[config.mk]
export PLATFORM = sky130hd
export DESIGN_NAME = sprite_scan_controller_flat
export DESIGN_NICKNAME = d
export VERILOG_FILES = /design/src/rtl/sprite_scan_controller_if.sv /design/src/rtl/sprite_scan_controller.sv /design/src/flat_wrapper.sv
export SDC_FILE = /design/constraint.sdc
export NUM_CORES = 1
export LEC_CHECK = 0
export ABC_CLOCK_PERIOD_IN_PS = 2800
export CAP_MARGIN = 20
export CORE_MARGIN = 10
export CORE_UTILIZATION = 43
export DETAILED_ROUTE_END_ITERATION = 8
export PLACE_DENSITY_LB_ADDON = 0.05
export SETUP_SLACK_MARGIN = 0.1
export SYNTH_ARGS = -nofsm -noshare
export SYNTH_HDL_FRONTEND = slang
export SYNTH_SLANG_ARGS = --single-unit
[constraint.sdc]
create_clock -name i_clk_pixel -period 2.8 [get_ports i_clk_pixel]
set_input_delay 0.7 -clock i_clk_pixel [delete_from_list [all_inputs] [get_ports i_clk_pixel]]
set_output_delay 0.7 -clock i_clk_pixel [all_outputs]
set_load 0.03 [all_outputs]
[src/rtl/sprite_scan_controller_if.sv]
// Sprite scan controller bus bundle.
// Groups the per-line control, register-bank read port, address-generator
// handshake, line-buffer write port and status flags.
//   master : the scan controller (drives reg_rd_addr, sprite_*, pixel_*,
//            lb_wr_*, busy, done, overrun, timeout_err)
//   slave  : the surrounding video pipeline (drives line_start, line_y,
//            reg_rd_data, counter_finished)
`timescale 1ns/1ps
interface sprite_scan_controller_if;
  logic        line_start;
  logic [9:0]  line_y;
  logic [4:0]  reg_rd_addr;
  logic [31:0] reg_rd_data;
  logic [31:0] sprite_datas;
  logic        sprite_on;
  logic [9:0]  pixel_x;
  logic [9:0]  pixel_y;
  logic        counter_finished;
  logic        lb_wr_en;
  logic [9:0]  lb_wr_x;
  logic        busy;
  logic        done;
  logic        overrun;
  logic        timeout_err;

  modport master (
    input  line_start, line_y, reg_rd_data, counter_finished,
    output reg_rd_addr, sprite_datas, sprite_on, pixel_x, pixel_y,
           lb_wr_en, lb_wr_x, busy, done, overrun, timeout_err
  );

  modport slave (
    output line_start, line_y, reg_rd_data, counter_finished,
    input  reg_rd_addr, sprite_datas, sprite_on, pixel_x, pixel_y,
           lb_wr_en, lb_wr_x, busy, done, overrun, timeout_err
  );
endinterface

[src/rtl/sprite_scan_controller.sv]
// Sprite scan controller.
// For each line_start it walks every sprite register slot, checks whether the
// sprite covers the requested line, and for each hit drives the address
// generator (sprite_on/pixel_x) until it reports completion. A delay line
// realigns sprite_on/pixel_x with sprite-memory data to form line-buffer
// writes.
// Ports:
//   i_clk_pixel : pixel clock
//   i_reset     : asynchronous active-high reset
//   io_scan     : controller side (master) of sprite_scan_controller_if
//
// State table
//   state  | meaning
//   IDLE   | waiting for line_start
//   READ   | reg_rd_addr = slot, bank read in flight
//   CHECK  | slot word valid; capture it and test for a hit on the line
//   DRAW   | sprite_on high, pixel_x stepping, wait counter_finished/timeout
//   DRAIN  | let MEM_LATENCY cycles of memory data reach the line buffer
//   NEXT   | advance slot or finish
//   DONE   | one-cycle done pulse
`timescale 1ns/1ps
module sprite_scan_controller #(
  parameter int NUM_SPRITES = 32,
  parameter int SPRITE_SIZE = 20,
  parameter int MEM_LATENCY = 2,
  parameter int H_ACTIVE    = 640
) (
  input  logic                      i_clk_pixel,
  input  logic                      i_reset,
  sprite_scan_controller_if.master  io_scan
);

  typedef enum logic [2:0] {
    S_IDLE, S_READ, S_CHECK, S_DRAW, S_DRAIN, S_NEXT, S_DONE
  } state_t;

  localparam logic [4:0] LP_LAST_SLOT   = 5'(NUM_SPRITES - 1);
  localparam logic [4:0] LP_DRAW_TC     = 5'd31;
  localparam logic [4:0] LP_DRAIN_TC    = 5'(MEM_LATENCY - 1);

  state_t      r_state;
  state_t      w_next;
  logic [4:0]  r_slot;
  logic [9:0]  r_line_y;
  logic [31:0] r_sprite_datas;
  logic [9:0]  r_pixel_x;
  logic [4:0]  r_timer;
  logic        r_overrun;
  logic        r_timeout_err;
  logic        r_pipe_en [MEM_LATENCY];
  logic [9:0]  r_pipe_x  [MEM_LATENCY];

  logic        w_abort;
  logic        w_load_line;
  logic        w_slot_clr;
  logic        w_slot_inc;
  logic        w_capture;
  logic        w_load_x;
  logic        w_inc_x;
  logic        w_tmr_draw;
  logic        w_tmr_drain;
  logic        w_tmr_dec;
  logic        w_set_timeout;
  logic        w_sprite_on;

  // Hit test in 11 bits so y + SPRITE_SIZE never wraps past line 1023.
  logic        w_spr_en;
  logic [9:0]  w_spr_x;
  logic [10:0] w_y_lo;
  logic [10:0] w_y_hi;
  logic [10:0] w_line;
  logic        w_hit;

  assign w_spr_en = io_scan.reg_rd_data[29];
  assign w_spr_x  = io_scan.reg_rd_data[28:19];
  assign w_y_lo   = {1'b0, io_scan.reg_rd_data[18:9]};
  assign w_y_hi   = w_y_lo + 11'(SPRITE_SIZE);
  assign w_line   = {1'b0, r_line_y};
  assign w_hit    = w_spr_en && (w_line >= w_y_lo) && (w_line < w_y_hi);

  // A new line request while busy abandons the current pass.
  assign w_abort     = io_scan.line_start && (r_state != S_IDLE);
  assign w_sprite_on = (r_state == S_DRAW);

  always_ff @(posedge i_clk_pixel or posedge i_reset) begin
    if (i_reset) r_state <= S_IDLE;
    else         r_state <= w_next;
  end

  always_comb begin
    w_next        = r_state;
    w_load_line   = 1'b0;
    w_slot_clr    = 1'b0;
    w_slot_inc    = 1'b0;
    w_capture     = 1'b0;
    w_load_x      = 1'b0;
    w_inc_x       = 1'b0;
    w_tmr_draw    = 1'b0;
    w_tmr_drain   = 1'b0;
    w_tmr_dec     = 1'b0;
    w_set_timeout = 1'b0;
    case (r_state)
      S_IDLE: begin
        if (io_scan.line_start) begin
          w_next      = S_READ;
          w_load_line = 1'b1;
          w_slot_clr  = 1'b1;
        end
      end
      S_READ:  w_next = S_CHECK;
      S_CHECK: begin
        w_capture = 1'b1;
        if (w_hit) begin
          w_next     = S_DRAW;
          w_load_x   = 1'b1;
          w_tmr_draw = 1'b1;
        end else begin
          w_next = S_NEXT;
        end
      end
      S_DRAW: begin
        w_inc_x = 1'b1;
        if (io_scan.counter_finished) begin
          w_next      = S_DRAIN;
          w_tmr_drain = 1'b1;
        end else if (r_timer == '0) begin
          w_next        = S_DRAIN;
          w_tmr_drain   = 1'b1;
          w_set_timeout = 1'b1;
        end else begin
          w_tmr_dec = 1'b1;
        end
      end
      S_DRAIN: begin
        if (r_timer == '0) w_next = S_NEXT;
        else               w_tmr_dec = 1'b1;
      end
      S_NEXT: begin
        if (r_slot == LP_LAST_SLOT) begin
          w_next = S_DONE;
        end else begin
          w_next     = S_READ;
          w_slot_inc = 1'b1;
        end
      end
      S_DONE:  w_next = S_IDLE;
      default: w_next = S_IDLE;
    endcase
    if (w_abort) begin
      w_next        = S_READ;
      w_load_line   = 1'b1;
      w_slot_clr    = 1'b1;
      w_slot_inc    = 1'b0;
      w_capture     = 1'b0;
      w_load_x      = 1'b0;
      w_inc_x       = 1'b0;
      w_tmr_draw    = 1'b0;
      w_tmr_drain   = 1'b0;
      w_tmr_dec     = 1'b0;
      w_set_timeout = 1'b0;
    end
  end

  always_ff @(posedge i_clk_pixel or posedge i_reset) begin
    if (i_reset) begin
      r_slot         <= '0;
      r_line_y       <= '0;
      r_sprite_datas <= '0;
      r_pixel_x      <= '0;
      r_timer        <= '0;
      r_overrun      <= 1'b0;
      r_timeout_err  <= 1'b0;
    end else begin
      if (w_load_line) r_line_y <= io_scan.line_y;
      if (w_slot_clr)      r_slot <= '0;
      else if (w_slot_inc) r_slot <= r_slot + 5'd1;
      if (w_capture) r_sprite_datas <= io_scan.reg_rd_data;
      if (w_load_x)     r_pixel_x <= w_spr_x;
      else if (w_inc_x) r_pixel_x <= r_pixel_x + 10'd1;
      // Single down-counter shared by the DRAW timeout and DRAIN hold.
      if (w_tmr_draw)       r_timer <= LP_DRAW_TC;
      else if (w_tmr_drain) r_timer <= LP_DRAIN_TC;
      else if (w_tmr_dec)   r_timer <= r_timer - 5'd1;
      r_overrun <= w_abort;
      if (w_set_timeout) r_timeout_err <= 1'b1;
    end
  end

  // Delay line matching sprite-memory latency; flushed on abort so writes
  // from the abandoned sprite never reach the line buffer.
  always_ff @(posedge i_clk_pixel or posedge i_reset) begin
    if (i_reset) begin
      for (int i = 0; i < MEM_LATENCY; i++) begin
        r_pipe_en[i] <= 1'b0;
        r_pipe_x[i]  <= '0;
      end
    end else begin
      r_pipe_en[0] <= w_sprite_on && !w_abort;
      r_pipe_x[0]  <= r_pixel_x;
      for (int i = 1; i < MEM_LATENCY; i++) begin
        r_pipe_en[i] <= r_pipe_en[i-1] && !w_abort;
        r_pipe_x[i]  <= r_pipe_x[i-1];
      end
    end
  end

  assign io_scan.reg_rd_addr  = r_slot;
  assign io_scan.sprite_datas = r_sprite_datas;
  assign io_scan.sprite_on    = w_sprite_on;
  assign io_scan.pixel_x      = r_pixel_x;
  assign io_scan.pixel_y      = r_line_y;
  assign io_scan.lb_wr_x      = r_pipe_x[MEM_LATENCY-1];
  assign io_scan.lb_wr_en     = r_pipe_en[MEM_LATENCY-1] &&
                                ({1'b0, r_pipe_x[MEM_LATENCY-1]} < 11'(H_ACTIVE));
  assign io_scan.busy         = (r_state != S_IDLE);
  assign io_scan.done         = (r_state == S_DONE);
  assign io_scan.overrun      = r_overrun;
  assign io_scan.timeout_err  = r_timeout_err;

endmodule

[src/flat_wrapper.sv]
// flat-port wrapper written by rule: the top's interface ports become plain ports
module sprite_scan_controller_flat 
#(
  parameter int NUM_SPRITES = 32,
  parameter int SPRITE_SIZE = 20,
  parameter int MEM_LATENCY = 2,
  parameter int H_ACTIVE    = 640
)
  (i_clk_pixel, i_reset, io_scan_line_start, io_scan_line_y, io_scan_reg_rd_data, io_scan_counter_finished, io_scan_reg_rd_addr, io_scan_sprite_datas, io_scan_sprite_on, io_scan_pixel_x, io_scan_pixel_y, io_scan_lb_wr_en, io_scan_lb_wr_x, io_scan_busy, io_scan_done, io_scan_overrun, io_scan_timeout_err);
  sprite_scan_controller_if io_scan_i ();
  input  logic i_clk_pixel;
  input  logic i_reset;
  input wire logic [$bits(io_scan_i.line_start)-1:0] io_scan_line_start;
  input wire logic [$bits(io_scan_i.line_y)-1:0] io_scan_line_y;
  input wire logic [$bits(io_scan_i.reg_rd_data)-1:0] io_scan_reg_rd_data;
  input wire logic [$bits(io_scan_i.counter_finished)-1:0] io_scan_counter_finished;
  output wire logic [$bits(io_scan_i.reg_rd_addr)-1:0] io_scan_reg_rd_addr;
  output wire logic [$bits(io_scan_i.sprite_datas)-1:0] io_scan_sprite_datas;
  output wire logic [$bits(io_scan_i.sprite_on)-1:0] io_scan_sprite_on;
  output wire logic [$bits(io_scan_i.pixel_x)-1:0] io_scan_pixel_x;
  output wire logic [$bits(io_scan_i.pixel_y)-1:0] io_scan_pixel_y;
  output wire logic [$bits(io_scan_i.lb_wr_en)-1:0] io_scan_lb_wr_en;
  output wire logic [$bits(io_scan_i.lb_wr_x)-1:0] io_scan_lb_wr_x;
  output wire logic [$bits(io_scan_i.busy)-1:0] io_scan_busy;
  output wire logic [$bits(io_scan_i.done)-1:0] io_scan_done;
  output wire logic [$bits(io_scan_i.overrun)-1:0] io_scan_overrun;
  output wire logic [$bits(io_scan_i.timeout_err)-1:0] io_scan_timeout_err;
  assign io_scan_i.line_start = io_scan_line_start;
  assign io_scan_i.line_y = io_scan_line_y;
  assign io_scan_i.reg_rd_data = io_scan_reg_rd_data;
  assign io_scan_i.counter_finished = io_scan_counter_finished;
  assign io_scan_reg_rd_addr = io_scan_i.reg_rd_addr;
  assign io_scan_sprite_datas = io_scan_i.sprite_datas;
  assign io_scan_sprite_on = io_scan_i.sprite_on;
  assign io_scan_pixel_x = io_scan_i.pixel_x;
  assign io_scan_pixel_y = io_scan_i.pixel_y;
  assign io_scan_lb_wr_en = io_scan_i.lb_wr_en;
  assign io_scan_lb_wr_x = io_scan_i.lb_wr_x;
  assign io_scan_busy = io_scan_i.busy;
  assign io_scan_done = io_scan_i.done;
  assign io_scan_overrun = io_scan_i.overrun;
  assign io_scan_timeout_err = io_scan_i.timeout_err;
  sprite_scan_controller #(.NUM_SPRITES(NUM_SPRITES), .SPRITE_SIZE(SPRITE_SIZE), .MEM_LATENCY(MEM_LATENCY), .H_ACTIVE(H_ACTIVE)) u_core (.i_clk_pixel(i_clk_pixel), .i_reset(i_reset), .io_scan(io_scan_i));
endmodule
==> results of run 1 <==
## state kept, by name (all words and copies together), names as in the netlist
name and flops:
u_core.io_scan.sprite_datas 32, u_core.io_scan.lb_wr_x 10, u_core.io_scan.pixel_x 10, u_core.io_scan.pixel_y 10, u_core.r_pipe_x 10, u_core.io_scan.reg_rd_addr 5
u_core.r_timer 5, u_core.r_state 3, u_core.r_pipe_en 2, u_core.io_scan.overrun 1, u_core.io_scan.timeout_err 1
## power by group through the flow
stage	Sequential (µW)	Clock, µW	Combinational [µW]
2_1_floorplan	2650	0	987
3_3_place_gp	2090	0	2540
4_1_cts	2090	931	2590
6_report	2090	898	2570
5_1_grt	2160	989	2730
3_5_place_dp	2120	0	2570
## kinds of logic (layout without fill, tap and decap cells)
logic type / after synthesis / count (layout) / synth area share, %
flip-flops: 89 / 89 / 53.2
AND/OR/NAND/NOR: 71 / 71 / 9.90
adder cells (fa/ha/maj): 23 / 23 / 6.88
multiplexers: 50 / 50 / 13.7
XOR/XNOR: 17 / 17 / 3.56
AO/OA/AOI/OAI: 46 / 46 / 7.39
buffers and inverters: 43 / 187 / 5.29
## metrics by stage
step	power (µW)	utilization [%]	setup TNS [ns]	hold slack, ns	std cells
detailed placement	4690	60.3	-11.50	0.335	591
finish	5550	63.5	0	0.355	612
global route	5880	63.5	0	0.366	612
global placement	4630	60.3	-11.07	0.332	591
CTS	5620	63.0	0	0.357	610
floorplan	3630	-	-0.293	0.331	339
## metal layers
layer	up-vias	part of all wire, %	wire length [µm]
met2	86	48	4870
met4	0	1.4	140
met3	10	4.8	491
li1	1469	-	-
met5	-	0	0
met1	1484	46	4720
## layout by cell type, fill, tap and decap left out, types with 3 or more instances in the layout
master / count
sky130_fd_sc_hd__nor3_1: 5
sky130_fd_sc_hd__mux2_2: 47
sky130_fd_sc_hd__a21oi_1: 7
sky130_fd_sc_hd__dlygate4sd2_1: 4
sky130_fd_sc_hd__clkdlybuf4s50_1: 109
sky130_fd_sc_hd__and3_1: 3
sky130_fd_sc_hd__ha_1: 22
sky130_fd_sc_hd__nand3_1: 6
sky130_fd_sc_hd__nand4_1: 4
sky130_fd_sc_hd__clkbuf_8: 9
sky130_fd_sc_hd__buf_6: 6
sky130_fd_sc_hd__dfrtp_1: 88
sky130_fd_sc_hd__xnor2_1: 12
sky130_fd_sc_hd__mux2_4: 3
sky130_fd_sc_hd__o21ai_0: 13
sky130_fd_sc_hd__buf_4: 25
sky130_fd_sc_hd__inv_2: 4
sky130_fd_sc_hd__inv_1: 17
sky130_fd_sc_hd__nand2b_1: 6
sky130_fd_sc_hd__nand2_1: 16
sky130_fd_sc_hd__a21o_1: 5
sky130_fd_sc_hd__nor2_1: 11
sky130_fd_sc_hd__xor2_1: 5
## area by class of cell
type,instances,share of cell area [%]
inverters,22,1.45
clock inverters,6,1.30
multi-input cells,207,30.7
clock buffers,10,2.14
flip-flops and latches,89,37.4
repair buffers,149,24.3
well taps,129,2.71
## how the worst max path moves through the flow
stage,slack (ns),cells past startpoint,start,endpoint
6_report,0.16,11,io_scan_reg_rd_data[12],u_core.io_scan.pixel_x[1]
5_1_grt,0.09,12,io_scan_reg_rd_data[13],u_core.io_scan.pixel_x[0]
4_1_cts,0.10,11,io_scan_reg_rd_data[14],u_core.io_scan.pixel_x[0]
3_5_place_dp,-0.73,11,io_scan_reg_rd_data[12],u_core.io_scan.pixel_x[0]
3_3_place_gp,-0.71,11,io_scan_reg_rd_data[12],u_core.io_scan.pixel_x[2]
2_1_floorplan,-0.09,11,io_scan_reg_rd_data[11],u_core.io_scan.pixel_x[0]
## repair_timing
item | CTS | global route
hold endpoints to repair | 0 | 0
resized for setup | 32 | 11
buffers inserted | 3 | 2
pin swaps | 14 | 13
cloned | 0 | 0
endpoints found under the setup margin | 17 | 18
==> results by group, run 1 <==
Floorplanning
  – Area of the die: 14100 µm²
  – IO Count: 119
  – Initial cell density of the core: 44.6%
  – Die W: 119 µm
  – Row count: 35
  – Die Span Y: 119 µm
  – Area of the core: 9370 µm²

Critical path
  – Ordered list of cells on the worst path: buf_6, ha_4, o21ai_2, xnor2_1, ha_1, and3_4, a221oi_4, a21oi_2, or3_4, buf_6, mux2_4
  – Path type of the worst setup path: in2reg
  – Endpoint required time on the critical path: 3.04 ns
  – Depth of the most critical reg-to-reg path: 7
  – Startpoint class of the critical path: input port
  – Kind of cell adding the most delay to the critical path: simple AND/OR/NAND/NOR gates
  – Worst setup EP type: flip-flop
  – Critical path data arrival time: 2.89 ns
  – Most frequent cell on the critical path: sky130_fd_sc_hd__buf_6
  – Startpoint of the lowest-slack register-to-register path: u_core.io_scan.pixel_y[5]
  – CP max stage delay: 0.42 ns
  – Worst r2r dst: u_core.io_scan.pixel_x[1]
  – Worst reg-to-reg setup slack: 0.47 ns
  – Worst Path Max Fanout: 5
  – Crit path buf inv count: 2
  – Cell at the slowest stage of the critical path: sky130_fd_sc_hd__or3_4

Power
  – Reported leakage power: 0.00268 µW
  – Net switching power: 2170 µW
  – Power share of the combinational group: 46.2%
  – Internal power summed over all cells: 3380 µW
  – Sequential fraction of design power: 37.6%
  – Share of total power consumed by net switching: 39.1%
  – Power density over the cells: 933 nW/µm²
  – Part of the total power dissipated in the clock network: 16.2%
  – IR drop worst, VDD: 514 µV

Finish
  – Layout area overhead: 42.3%
  – Final Instance Area: 5950 µm²
  – Number of antenna cells inserted: 0
  – Filler cells: 774
  – Area taken by multi-input logic gates: 1830 µm²
  – Total area of sequential cells: 2230 µm²
  – Total Nets Final: 547
  – Fraction of final layout cells sized beyond drive strength 1: 25.7%

Timing
  – Worst path setup slack after routing: 0.156 ns
  – Final setup viols: 0
  – Max_slew headroom: 59.6%
  – Final period utilization: 94.4%
  – Final Slew Violations: 0
  – Worst-margin pin slew: 0.604 ns
  – Unrepaired setup endpoints after global routing: yes
  – Final hold violation count: 0
  – Fmax: 378 MHz
  – Layout Skew: 0.0134 ns
  – Final critical delay including setup and external delays: 2.64 ns

Route
  – Drt initial violations: 103
  – Final routed wirelength across all metal layers: 10200 µm
  – Via count normalized by instance count: 4.98
  – Remaining antenna violation count after routing: 0
  – Router iterations before antenna repair: 4
  – Vias: 3049
  – Post-detailed-route wirelength per cell: 16.7 µm
  – Drt drc: 0

Clock tree
  – # hold bufs at CTS: 0
  – Clock latency on the worst-skew pair: 0.35 ns
  – Number of buffers between clock root and the deepest sink: 2
  – Clock slew at reported path FFs: 0.09 ns
  – CTS tree: done
  – H-tree levels: 3
  – CTS buffer count: 9
  – Number of clock sinks seen by CTS: 89
  – Cell at the root of the clock tree: sky130_fd_sc_hd__clkbuf_8

Logic synthesis
  – Cell type contributing the most total cell area after synthesis: sky130_fd_sc_hd__dfrtp_1
  – Top cells by area in the synthesized netlist: sky130_fd_sc_hd__dfrtp_1 53%, sky130_fd_sc_hd__mux2_2 13%, sky130_fd_sc_hd__ha_1 6.9%
  – Count of different cell masters after synthesis: 49
  – Mapped cell area: 4180 µm²
  – Count of state elements after synthesis: 89
  – Portion of the post-synthesis area used by sequential elements: 53.2%
  – Post-synthesis async set-or-reset flop share: 100%
  – Number of cells produced by synthesis: 339
  – Primary FF master, synth: sky130_fd_sc_hd__dfrtp_1
  – Commonest cells in the synthesized netlist: 89 x sky130_fd_sc_hd__dfrtp_1, 47 x sky130_fd_sc_hd__mux2_2, 23 x sky130_fd_sc_hd__ha_1
  – Warning count from the yosys run: 0
  – Number of enable-type register cells in the synthesized netlist: 0
  – Mapped Nets: 408
  – Proportion of netlist area held by the largest area contributor: 53.2%
  – Avg Cell Area, Syn: 12.3 µm²
  – Most frequent cell after synthesis: sky130_fd_sc_hd__dfrtp_1

Place
  – Weighted congestion reported at the end of routability-driven placement: 0.847
  – Port Buffers: 118
  – Pre-CTS setup slack: -0.734 ns
  – Cell area after placement: 5650 µm²
  – Post-DP HPWL: 7920 µm

GRT
  – Most utilized layer in the global route result: met2
  – Global-route met1 utilization: 18.7%
  – Total overflow reported by the global router: 0
  – Met3 Track Usage GR: 3.57%
  – Vias in the first global route: 3169
  – Global Route Usage Sum: 14.5%
  – Initial antenna violation count: 0
  – First-pass GRT wire length: 16700 µm
  – Routing usage on met2: 23.4%
  – Pin count of the biggest net entering global routing: 40

Min path
  – Kind of path behind the tightest hold check: reg2reg
  – Endpoint with the worst hold slack: u_core.io_scan.lb_wr_x[4]
  – Hold Startpoint: u_core.r_pipe_x[14]
  – Number of cells on the worst hold path: 0

Outcome
  – Run status: complete, no violations

Job
  – Maxcap violations: 0
No activity file was read; power rests on OpenSTA's default activity.
==> inputs of run 2 (changes only) <==
- HOLD_SLACK_MARGIN: default -> 0.12
==> results of run 2 <==
Same layout as run 1: the final DEF is identical, and so are final timing and power.
==> inputs of run 3 (changes only) <==
- SETUP_SLACK_MARGIN: 0.1 -> 0.3
==> results by group, run 3 (synthesis gave the netlist of run 1 again) <==
Outcome
  – Run status: complete, no violations

Finish
  – Commonest cells after routing, fill and taps aside: 106 x sky130_fd_sc_hd__clkdlybuf4s50_1, 89 x sky130_fd_sc_hd__dfrtp_1, 47 x sky130_fd_sc_hd__mux2_2, 27 x sky130_fd_sc_hd__buf_4, 22 x sky130_fd_sc_hd__ha_1
  – Most common cell after layout, fill and taps aside: sky130_fd_sc_hd__clkdlybuf4s50_1
  – Area taken by multi-input logic gates: 1880 µm² (+2.7%)
  – Layout area overhead: 43.7%
  – Fraction of final layout cells sized beyond drive strength 1: 27.5% (+1.8 points)
  – Max reg flops: 32 (unchanged)
  – Total area of sequential cells: 2230 µm² (about the same)
  – Total Nets Final: 548 (+0.18%)
  – Count of placed standard cells in the final layout, fillers left out: 613 (+0.16%)
  – Final Instance Area: 6010 µm² (+0.99%)
  – Number of antenna cells inserted: 0 (unchanged)
  – Filler cells: 756 (-2.3%)
  – Utilization after layout: 64.1% (+0.63 points)

Timing
  – Final Slew Violations: 0 (unchanged)
  – Final hold violation count: 0 (unchanged)
  – Final setup viols: 0 (unchanged)
  – Hold slack final: 0.354 ns (-0.00106 ns)
  – Fmax: 378 MHz (about the same)
  – Final period utilization: 94.4% (about the same)
  – Unrepaired setup endpoints after global routing: yes
  – Worst-margin pin slew: 0.609 ns (+0.00424 ns)
  – Layout Skew: 0.00772 ns (-0.00570 ns)
  – Max_slew headroom: 59.3% (-0.28 points)
  – Final critical delay including setup and external delays: 2.64 ns (-0.000707 ns)

Critical path
  – Depth of the most critical reg-to-reg path: 7 (unchanged)
  – Endpoint required time on the critical path: 3.04 ns (about the same)
  – Worst setup EP type: flip-flop
  – Cell at the slowest stage of the critical path: sky130_fd_sc_hd__or3_4
  – Ordered list of cells on the worst path: buf_8, ha_4, o2111ai_4, xnor2_1, ha_1, a21o_1, a21oi_2, o221ai_2, or3_4, buf_6, mux2_4
  – Critical path data arrival time: 2.89 ns (about the same)
  – Worst Path Max Fanout: 5 (unchanged)
  – Startpoint of the lowest-slack register-to-register path: u_core.io_scan.pixel_y[5]
  – Worst reg-to-reg setup slack: 0.51 ns (+0.04 ns)
  – CP max stage delay: 0.40 ns (-0.02 ns)
  – Startpoint class of the critical path: input port
  – Path type of the worst setup path: in2reg
  – Worst r2r dst: u_core.io_scan.pixel_x[1]

GRT
  – Vias in the first global route: 3147 (-0.69%)
  – Initial antenna violation count: 0 (unchanged)
  – Pin count of the biggest net entering global routing: 38 (-5.0%)
  – Total overflow reported by the global router: 0 (unchanged)
  – First-pass GRT wire length: 17000 µm (+2.1%)
  – Global Route Usage Sum: 14.7% (+0.11 points)

Clock tree
  – Clock slew at reported path FFs: 0.09 ns (about the same)
  – CTS tree: done
  – Clock latency on the worst-skew pair: 0.35 ns (about the same)
  – CTS buffer count: 9 (unchanged)
  – # hold bufs at CTS: 0 (unchanged)
  – Cell at the root of the clock tree: sky130_fd_sc_hd__clkbuf_8
  – Number of buffers between clock root and the deepest sink: 2 (unchanged)
  – H-tree levels: 3 (unchanged)
  – Number of clock sinks seen by CTS: 89 (unchanged)

Floorplanning
  – IO Count: 119 (unchanged)
  – Die Span Y: 119 µm (unchanged)
  – Initial cell density of the core: 44.6% (unchanged)
  – Area of the core: 9370 µm² (unchanged)
  – Area of the die: 14100 µm² (unchanged)
  – Die W: 119 µm (unchanged)
  – Row count: 35 (unchanged)

Power
  – Net switching power: 2210 µW (+1.9%)
  – IR drop worst, VDD: 434 µV (-16%)
  – Share of total power consumed by net switching: 39.5% (+0.36 points)
  – Pwr Total: 5610 µW (+0.96%)
  – Power density over the cells: 933 nW/µm² (about the same)
  – Sequential fraction of design power: 37.1% (-0.5 points)
  – Power share of the combinational group: 46.3% (about the same)
  – Reported leakage power: 0.00269 µW (+0.52%)
  – Part of the total power dissipated in the clock network: 16.7% (+0.5 points)
  – Internal power summed over all cells: 3390 µW (+0.36%)

Route
  – Vias: 3031 (-0.59%)
  – Remaining antenna violation count after routing: 0 (unchanged)
  – Drt drc: 0 (unchanged)
  – Post-detailed-route wirelength per cell: 16.8 µm (+0.84%)
  – Drt initial violations: 69 (-33%)
  – Router iterations before antenna repair: 4 (unchanged)
  – Final routed wirelength across all metal layers: 10300 µm (+1.0%)
  – Via count normalized by instance count: 4.94 (-0.75%)

Min path
  – Kind of path behind the tightest hold check: reg2reg
  – Number of cells on the worst hold path: 0 (unchanged)
  – Endpoint with the worst hold slack: u_core.io_scan.lb_wr_x[8]
  – Hold Startpoint: u_core.r_pipe_x[18]

Place
  – Weighted congestion reported at the end of routability-driven placement: 0.886 (+4.5%)
  – Cell area after placement: 5660 µm² (+0.13%)
  – Post-DP HPWL: 7970 µm (+0.71%)
  – Port Buffers: 118 (unchanged)
  – Cells after DPL: 592 (+0.17%)

Job
  – Maxcap violations: 0 (unchanged)
## run 3: changes by cell type in the layout (fill, tap and decap cells not counted), sizes merged
cell,change
clkbuf,-1
buf,+2
inv,+2
clkinv,-2
dlymetal6s2s,-1
clkdlybuf4s15,+1
clkdlybuf4s50,-3
dlygate4sd2,+2
clkinvlp,+1
## run 3: how the worst max path moves through the flow
stage / cells past startpoint / slack, ns / start / endpoint
floorplan: 11 / -0.09 / io_scan_reg_rd_data[11] / u_core.io_scan.pixel_x[0]
global placement: 11 / -0.73 / io_scan_reg_rd_data[12] / u_core.io_scan.pixel_x[2]
detailed placement: 11 / -0.74 / io_scan_reg_rd_data[12] / u_core.io_scan.pixel_x[2]
CTS: 11 / 0.17 / io_scan_reg_rd_data[12] / u_core.io_scan.pixel_x[1]
global route: 11 / 0.09 / io_scan_reg_rd_data[12] / u_core.io_scan.pixel_x[1]
finish: 11 / 0.16 / io_scan_reg_rd_data[12] / u_core.io_scan.pixel_x[1]
## run 3: area by class of cell
class | instances | share of cell area [%]
Clock inverter | 7 | 1.46
Tap cell | 129 | 2.69
Inverter | 22 | 1.44
Timing Repair Buffer | 150 | 24.1
Sequential cell | 89 | 37.1
Multi-Input combinational cell | 207 | 31.2
Clock buffer | 9 | 2.06
## run 3: repair_timing
item | in CTS | in global routing
endpoints found under the setup margin | 20 | 17
gates resized for setup | 54 | 5
pin swaps | 24 | 5
setup buffers | 4 | 1
## run 3: worst max-delay path, delay by kind of cell
kind                       cells  cell delay, ns
xor gates and xnor gates       1            0.15
buffers and inverters          2            0.26
and+or+nand+nor                1            0.40
AOI/OAI and AO/OA              4            0.65
muxes                          1            0.29
adders and majority gates      2            0.44
## run 3: routing by layer
layer	routed length, µm	vias up	global-route usage [%]
li1	-	1465	-
met1	4710	1475	18.8
met2	4990	80	23.8
met3	498	11	3.71
met4	130	0	4.50
met5	0	-	0
## run 3: through the flow
stage                     TNS [ns]  setup WS, ns
after detailed placement    -11.53        -0.737
final                            0         0.157
after CTS                        0         0.173
after global placement      -11.41        -0.728
after floorplan             -0.293       -0.0912
after global routing             0        0.0887
## run 3: power groups by stage
stage	sequential, µW	combinational [µW]	clock (µW)
floorplan	2650	986	0
global placement	2090	2550	0
detailed placement	2110	2580	0
CTS	2080	2620	960
global route	2150	2760	1010
finish	2080	2590	936
